`src/rtl/branch_redirect_unit_pkg.sv`:
```
// Shared definitions for the branch redirect unit: condition codes,
// FSM state encoding and default flush length.
package branch_redirect_unit_pkg;

    localparam int FLUSH_CYCLES_DEF = 2;
    localparam int FLUSH_CNT_W      = 3;

    localparam logic [2:0] F3_BEQ  = 3'b000;
    localparam logic [2:0] F3_BNE  = 3'b001;
    localparam logic [2:0] F3_BLT  = 3'b100;
    localparam logic [2:0] F3_BGE  = 3'b101;
    localparam logic [2:0] F3_BLTU = 3'b110;
    localparam logic [2:0] F3_BGEU = 3'b111;

    typedef enum logic {
        ST_IDLE  = 1'b0,
        ST_FLUSH = 1'b1
    } state_e;

endpackage

```
`src/rtl/branch_redirect_unit_cmp.sv`:
```
// Branch condition evaluator: decides taken/not-taken from the two
// source operands and funct3. Reserved codes evaluate as not-taken.
module branch_cmp
    import branch_redirect_unit_pkg::*;
(
    input  logic [31:0] rs1,
    input  logic [31:0] rs2,
    input  logic [2:0]  funct3,
    output logic        taken
);

    always_comb begin
        taken = 1'b0;
        case (funct3)
            F3_BEQ:  taken = (rs1 == rs2);
            F3_BNE:  taken = (rs1 != rs2);
            F3_BLT:  taken = ($signed(rs1) <  $signed(rs2));
            F3_BGE:  taken = ($signed(rs1) >= $signed(rs2));
            F3_BLTU: taken = (rs1 <  rs2);
            F3_BGEU: taken = (rs1 >= rs2);
            default: taken = 1'b0;
        endcase
    end

endmodule

```
`src/rtl/branch_redirect_unit.sv`:
```
// Execute-stage redirect: resolves branch/jal/jalr targets, issues a
// one-cycle redirect strobe and holds flush_out for FLUSH_CYCLES cycles.
//
//   state    | meaning
//   ---------+-------------------------------------------------------
//   ST_IDLE  | accepting execute-stage instructions
//   ST_FLUSH | squashing wrong path; flush counter counts down to 0
module branch_redirect_unit
    import branch_redirect_unit_pkg::*;
#(
    parameter int FLUSH_CYCLES = FLUSH_CYCLES_DEF,
    parameter int CNT_W        = 16
) (
    input  logic             clk,
    input  logic             rst,
    input  logic             ex_valid,
    input  logic             stall,
    input  logic [31:0]      ex_pc,
    input  logic [31:0]      ex_imm,
    input  logic [31:0]      ex_rs1,
    input  logic [31:0]      ex_rs2,
    input  logic [2:0]       ex_funct3,
    input  logic             is_branch,
    input  logic             is_jal,
    input  logic             is_jalr,
    output logic [31:0]      nagout,
    output logic             branch_enable,
    output logic             jal_en,
    output logic             jalr_en,
    output logic             flush_out,
    output logic [31:0]      link_addr,
    output logic             misalign_err,
    output logic [CNT_W-1:0] redirect_cnt
);

    localparam logic [FLUSH_CNT_W-1:0] FLUSH_LOAD = FLUSH_CNT_W'(FLUSH_CYCLES - 1);

    state_e                 state_q, state_d;
    logic [FLUSH_CNT_W-1:0] flush_cnt_q, flush_cnt_d;
    logic [31:0]            nagout_q, nagout_d;
    logic [31:0]            link_addr_q, link_addr_d;
    logic                   branch_enable_q, branch_enable_d;
    logic                   jal_en_q, jal_en_d;
    logic                   jalr_en_q, jalr_en_d;
    logic                   misalign_err_q, misalign_err_d;
    logic [CNT_W-1:0]       redirect_cnt_q, redirect_cnt_d;

    logic        cond_taken;
    logic        accept;
    logic        taken;
    logic        aligned;
    logic        redirect;
    logic [31:0] target;

    branch_cmp u_cmp (
        .rs1    (ex_rs1),
        .rs2    (ex_rs2),
        .funct3 (ex_funct3),
        .taken  (cond_taken)
    );

    always_comb begin
        accept   = ex_valid && !stall && (state_q == ST_IDLE);
        // jalr clears bit 0 of the sum; branch and jal are pc-relative
        target   = is_jalr ? ((ex_rs1 + ex_imm) & 32'hFFFF_FFFE) : (ex_pc + ex_imm);
        taken    = is_jalr || is_jal || (is_branch && cond_taken);
        aligned  = (target[1:0] == 2'b00);
        redirect = accept && taken && aligned;

        state_d         = state_q;
        flush_cnt_d     = flush_cnt_q;
        nagout_d        = nagout_q;
        link_addr_d     = link_addr_q;
        redirect_cnt_d  = redirect_cnt_q;
        branch_enable_d = 1'b0;
        jal_en_d        = 1'b0;
        jalr_en_d       = 1'b0;
        misalign_err_d  = accept && taken && !aligned;

        if (accept && (is_jal || is_jalr)) begin
            link_addr_d = ex_pc + 32'd4;
        end

        if (redirect) begin
            nagout_d        = target;
            jalr_en_d       = is_jalr;
            jal_en_d        = !is_jalr && is_jal;
            branch_enable_d = !is_jalr && !is_jal;
            if (redirect_cnt_q != '1) begin
                redirect_cnt_d = redirect_cnt_q + CNT_W'(1);
            end
        end

        case (state_q)
            ST_IDLE: begin
                if (redirect) begin
                    state_d     = ST_FLUSH;
                    flush_cnt_d = FLUSH_LOAD;
                end
            end
            ST_FLUSH: begin
                if (flush_cnt_q == '0) begin
                    state_d = ST_IDLE;
                end else begin
                    flush_cnt_d = flush_cnt_q - FLUSH_CNT_W'(1);
                end
            end
            default: state_d = ST_IDLE;
        endcase
    end

    always_ff @(posedge clk or posedge rst) begin
        if (rst) begin
            state_q         <= ST_IDLE;
            flush_cnt_q     <= '0;
            nagout_q        <= '0;
            link_addr_q     <= '0;
            branch_enable_q <= 1'b0;
            jal_en_q        <= 1'b0;
            jalr_en_q       <= 1'b0;
            misalign_err_q  <= 1'b0;
            redirect_cnt_q  <= '0;
        end else begin
            state_q         <= state_d;
            flush_cnt_q     <= flush_cnt_d;
            nagout_q        <= nagout_d;
            link_addr_q     <= link_addr_d;
            branch_enable_q <= branch_enable_d;
            jal_en_q        <= jal_en_d;
            jalr_en_q       <= jalr_en_d;
            misalign_err_q  <= misalign_err_d;
            redirect_cnt_q  <= redirect_cnt_d;
        end
    end

    // flush_out decodes the state flop so an async reset drops it at once
    assign flush_out     = (state_q == ST_FLUSH);
    assign nagout        = nagout_q;
    assign link_addr     = link_addr_q;
    assign branch_enable = branch_enable_q;
    assign jal_en        = jal_en_q;
    assign jalr_en       = jalr_en_q;
    assign misalign_err  = misalign_err_q;
    assign redirect_cnt  = redirect_cnt_q;

endmodule

```
`config.mk`:
```
export PLATFORM = sky130hd
export DESIGN_NAME = branch_redirect_unit
export DESIGN_NICKNAME = d
export VERILOG_FILES = /design/src/rtl/branch_redirect_unit_pkg.sv /design/src/rtl/branch_redirect_unit_cmp.sv /design/src/rtl/branch_redirect_unit.sv
export SDC_FILE = /design/constraint.sdc
export NUM_CORES = 1
export LEC_CHECK = 0
export CAP_MARGIN = 10
export CORE_UTILIZATION = 50
export CTS_BUF_LIST = sky130_fd_sc_hd__clkbuf_16
export CTS_CLUSTER_DIAMETER = 120
export CTS_CLUSTER_SIZE = 12
export DETAILED_ROUTE_END_ITERATION = 10
export HOLD_SLACK_MARGIN = 0.02
export PLACE_DENSITY = 0.84
export SLEW_MARGIN = 20
export SYNTH_ARGS = -nofsm -noshare
export SYNTH_HDL_FRONTEND = slang
export SYNTH_SLANG_ARGS = --single-unit
```
`constraint.sdc`:
```
create_clock -name clk -period 3.5 [get_ports clk]
set_input_delay 0.7 -clock clk [delete_from_list [all_inputs] [get_ports clk]]
set_output_delay 0.7 -clock clk [all_outputs]
set_load 0.02 [all_outputs]
```
==> impl_metrics.ini <==
[final_layout]
fin_cells = 1587
nets = 1609
fillCellCount = 894
diodes = 0
drive_above_1_share_pct = 22.02
fin_util_pct = 83.54
syn2layout_area_growth_pct = 61.06

[logic_synthesis]
synth_seq_cells = 88
synthFlopType = dfrtp_1
synth_area_per_cell_um2 = 8.173
ys_types = 67
syn_inst = 979
yosysSeqAreaShare_pct = 27.52
yosysWarnings = 0
async_reset_ff_share_pct = 100.0
synth_enable_flop_cells = 0
syn_area_mm2 = 0.008001
syn-num-nets = 1216

[setup_path]
cp.arrival_ns = 3.76
crit_required_ns = 3.74
slowest_stage = or3b_4
cp-start-kind = input pin
cp_cell_sequence = dlymetal6s2s_1, ha_4, nand4_1, buf_4, a2111o_1, o211ai_1, a21oi_1, mux2i_1, o31a_1, buf_6, nor4_4, or3b_4, xnor2_2
critPathMaxStageDelay_ns = 0.43
worst-setup-path-type = input pin to flop
cp-end-kind = flop
crit_fanout = 3

[cts]
cts_tree = built
clock_latency_ns = 0.35
ctsHoldBuffers = 0
clockRootBuffer = clkbuf_16
cts_max_path_buffers = 2
clk_pin_slew_worst_paths_ns = 0.07
htreeDepth = 3
clkSinkCount = 88
cts_made_buffers = 9

[placement]
io_buffers = 222
place_inst = 1565
hpwl_um = 20970
place.gp.congestion = 0.9527

[floorplan]
dieHeight_um = 128.5
start_util_pct = 51.87
die_w_um = 128.5
ios = 223
core-area_mm2 = 0.01543
num_rows = 45
die_area_mm2 = 0.01651

[routing]
ant_nets = 0
met2_length_um = 14700
routedWlPerCell_um = 19.22
drtPass1Iterations = 6
m1WireLength_um = 12050
drt_first_iter_violations = 882
highest_layer = met4
vias_per_cell = 5.987
drt_wl_total_um = 30500
num_vias = 9502
wl_met3_um = 2214
remaining_drc_errors = 0

[flow_run]
max_cap_viol_count = 0

[sta]
relSlewSlack_pct = 33.55
skew_ns = 0.01033
fin_ws_ns = -0.01671
post-route-period-util_pct = 100.5
rsz0062_at_grt = yes
fmax_mhz = 284.4
min_period_ns = 3.517
tightest_slew_ns = 0.9967
hold_viol = 0
finalMaxSlewViolations = 0
finalSetupViolations = 1

[global_route]
grt_max_degree = 62
grt_pass1_wl_um = 42160
antenna_found_initial = 0
grt.overflow.total = 0
grt_pass1_vias = 8638
grt_use_total_pct = 32.60

[power_and_ir_drop]
power_density_mw_per_mm2 = 459.0
p_leak_uw = 0.006262
vdd_drop_max_mv = 0.4026

[status]
outcome = finished with violations
violations = negative setup slack

[hold_path]
hold_class = flop to flop
final timing paths:
path / startpoint / to / slack (ns) / depth (start not counted)
hold reg to reg: redirect_cnt[5]$_DFFE_PP0P_ / redirect_cnt[5]$_DFFE_PP0P_ / 0.50 / 1
setup / recovery: ex_rs1[11] / redirect_cnt[10]$_DFFE_PP0P_ / -0.02 / 13
setup reg to reg: flush_out$_DFF_PP0_ / redirect_cnt[10]$_DFFE_PP0P_ / 1.09 / 7
max in group asynchronous: rst / redirect_cnt[12]$_DFFE_PP0P_ / 1.95 / 3
hold / removal: redirect_cnt[5]$_DFFE_PP0P_ / redirect_cnt[5]$_DFFE_PP0P_ / 0.50 / 1
min in group asynchronous: rst / link_addr[1]$_DFFE_PP0P_ / 0.86 / 2
worst max-delay path: cells and delay by family:
kind	cells	cell delay [ns]
simple gates	3	0.96
compound gates	4	0.92
fa+ha+maj	1	0.28
mux	1	0.14
buf+inv	3	0.58
xor+xnor	1	0.15
area by class of cell:
type / count / area (um^2) / share of cell area, %
Multi-Input combinational cell: 812 / 6052 / 46.96
Inverter: 57 / 215.2 / 1.670
Sequential cell: 88 / 2202 / 17.09
Clock inverter: 6 / 108.9 / 0.8447
Timing Repair Buffer: 404 / 3820 / 29.64
Tap cell: 211 / 264.0 / 2.049
Clock buffer: 9 / 225.2 / 1.748
routing by layer:
metal | global-route usage, % | up-vias
met5 | 0 | -
li1 | - | 4315
met2 | 56.38 | 587
met3 | 3.825 | 127
met1 | 40.83 | 4473
met4 | 14.67 | 0
synthesized netlist by cell type (3+ instances only):
cell	n	area (um^2)
buf_2	9	45.04
o21bai_1	7	52.55
a21oi_1	118	590.6
dfrtp_1	88	2202
a211o_1	4	35.03
clkbuf_1	11	41.29
xor2_1	31	271.5
and3_1	21	131.4
a211oi_1	9	67.56
mux2_1	3	33.78
o21ai_0	41	205.2
nand2_1	78	292.8
nor2b_1	5	31.28
a31oi_1	19	118.9
o21ai_1	5	25.02
nand4_1	24	150.1
nor3_1	16	80.08
ha_1	97	1214
xnor2_1	56	490.5
a31o_2	3	26.28
o21a_1	10	75.07
o211ai_1	7	52.55
o22ai_1	5	31.28
nor3b_1	3	22.52
nand3_1	32	160.2
mux2i_1	6	60.06
nor2_1	117	439.2
and4_1	3	26.28
a21o_1	23	172.7
and2_1	5	31.28
inv_1	57	214.0
nand2b_1	13	81.33
mux2_2	6	67.56
cells in the final DEF, fill, tap and decap left out, drive strengths merged, types with 46 or more instances in the layout:
cell type,count
o21ai,46
inv,56
ha,97
nand2,79
clkdlybuf4s50,151
nor2,118
dlymetal6s2s,70
dfrtp,88
buf,183
xnor2,56
a21oi,118
per-stage QoR:
step	hold slack, ns	setup TNS (ns)	setup WS, ns	cell area, um^2	total power [uW]
2_1_floorplan	0.5148	0	0.2822	8001	3102
3_3_place_gp	0.4826	-18.86	-0.5241	11760	4489
3_5_place_dp	0.4890	-26.31	-0.6340	11760	4578
4_1_cts	0.4974	-0.04386	-0.04386	12180	5741
5_1_grt	0.5163	-0.2726	-0.1569	12890	6188
6_report	0.4970	-0.01671	-0.01671	12890	5915
sequential cells by signal (all words and copies together), names as in the netlist:
name,cells
flush_cnt_q,3
nagout,32
link_addr,32
flush_out,1
branch_enable,1
jal_en,1
jalr_en,1
misalign_err,1
redirect_cnt,16
logic make-up (layout without fill, tap and decap cells):
group,Yosys count,count (layout),share of synthesized area (%)
and+or+nand+nor,332,332,19.97
AOI/OAI and AO/OA,279,279,21.45
adders and majority gates,99,99,15.67
DFF,88,88,27.52
xor gates and xnor gates,87,87,9.523
buffers and inverters,79,476,3.847
muxes,15,15,2.017
power breakdown:
part	total [uW]	switching, uW	internal (uW)	leakage (uW)
clock network	1130	435	692	0.000155
logic	3130	1620	1510	0.00508
registers	1660	264	1390	0.00103
total	5910	2320	3590	0.00626
what timing repair did:
| item | CTS | global route |
|---|---|---|
| pin swaps | 8 | 50 |
| resized for setup | 11 | 158 |
| endpoints found under the setup margin | 51 | 51 |
| buffers inserted | 4 | 4 |
No activity file was read; power rests on OpenSTA's default activity.
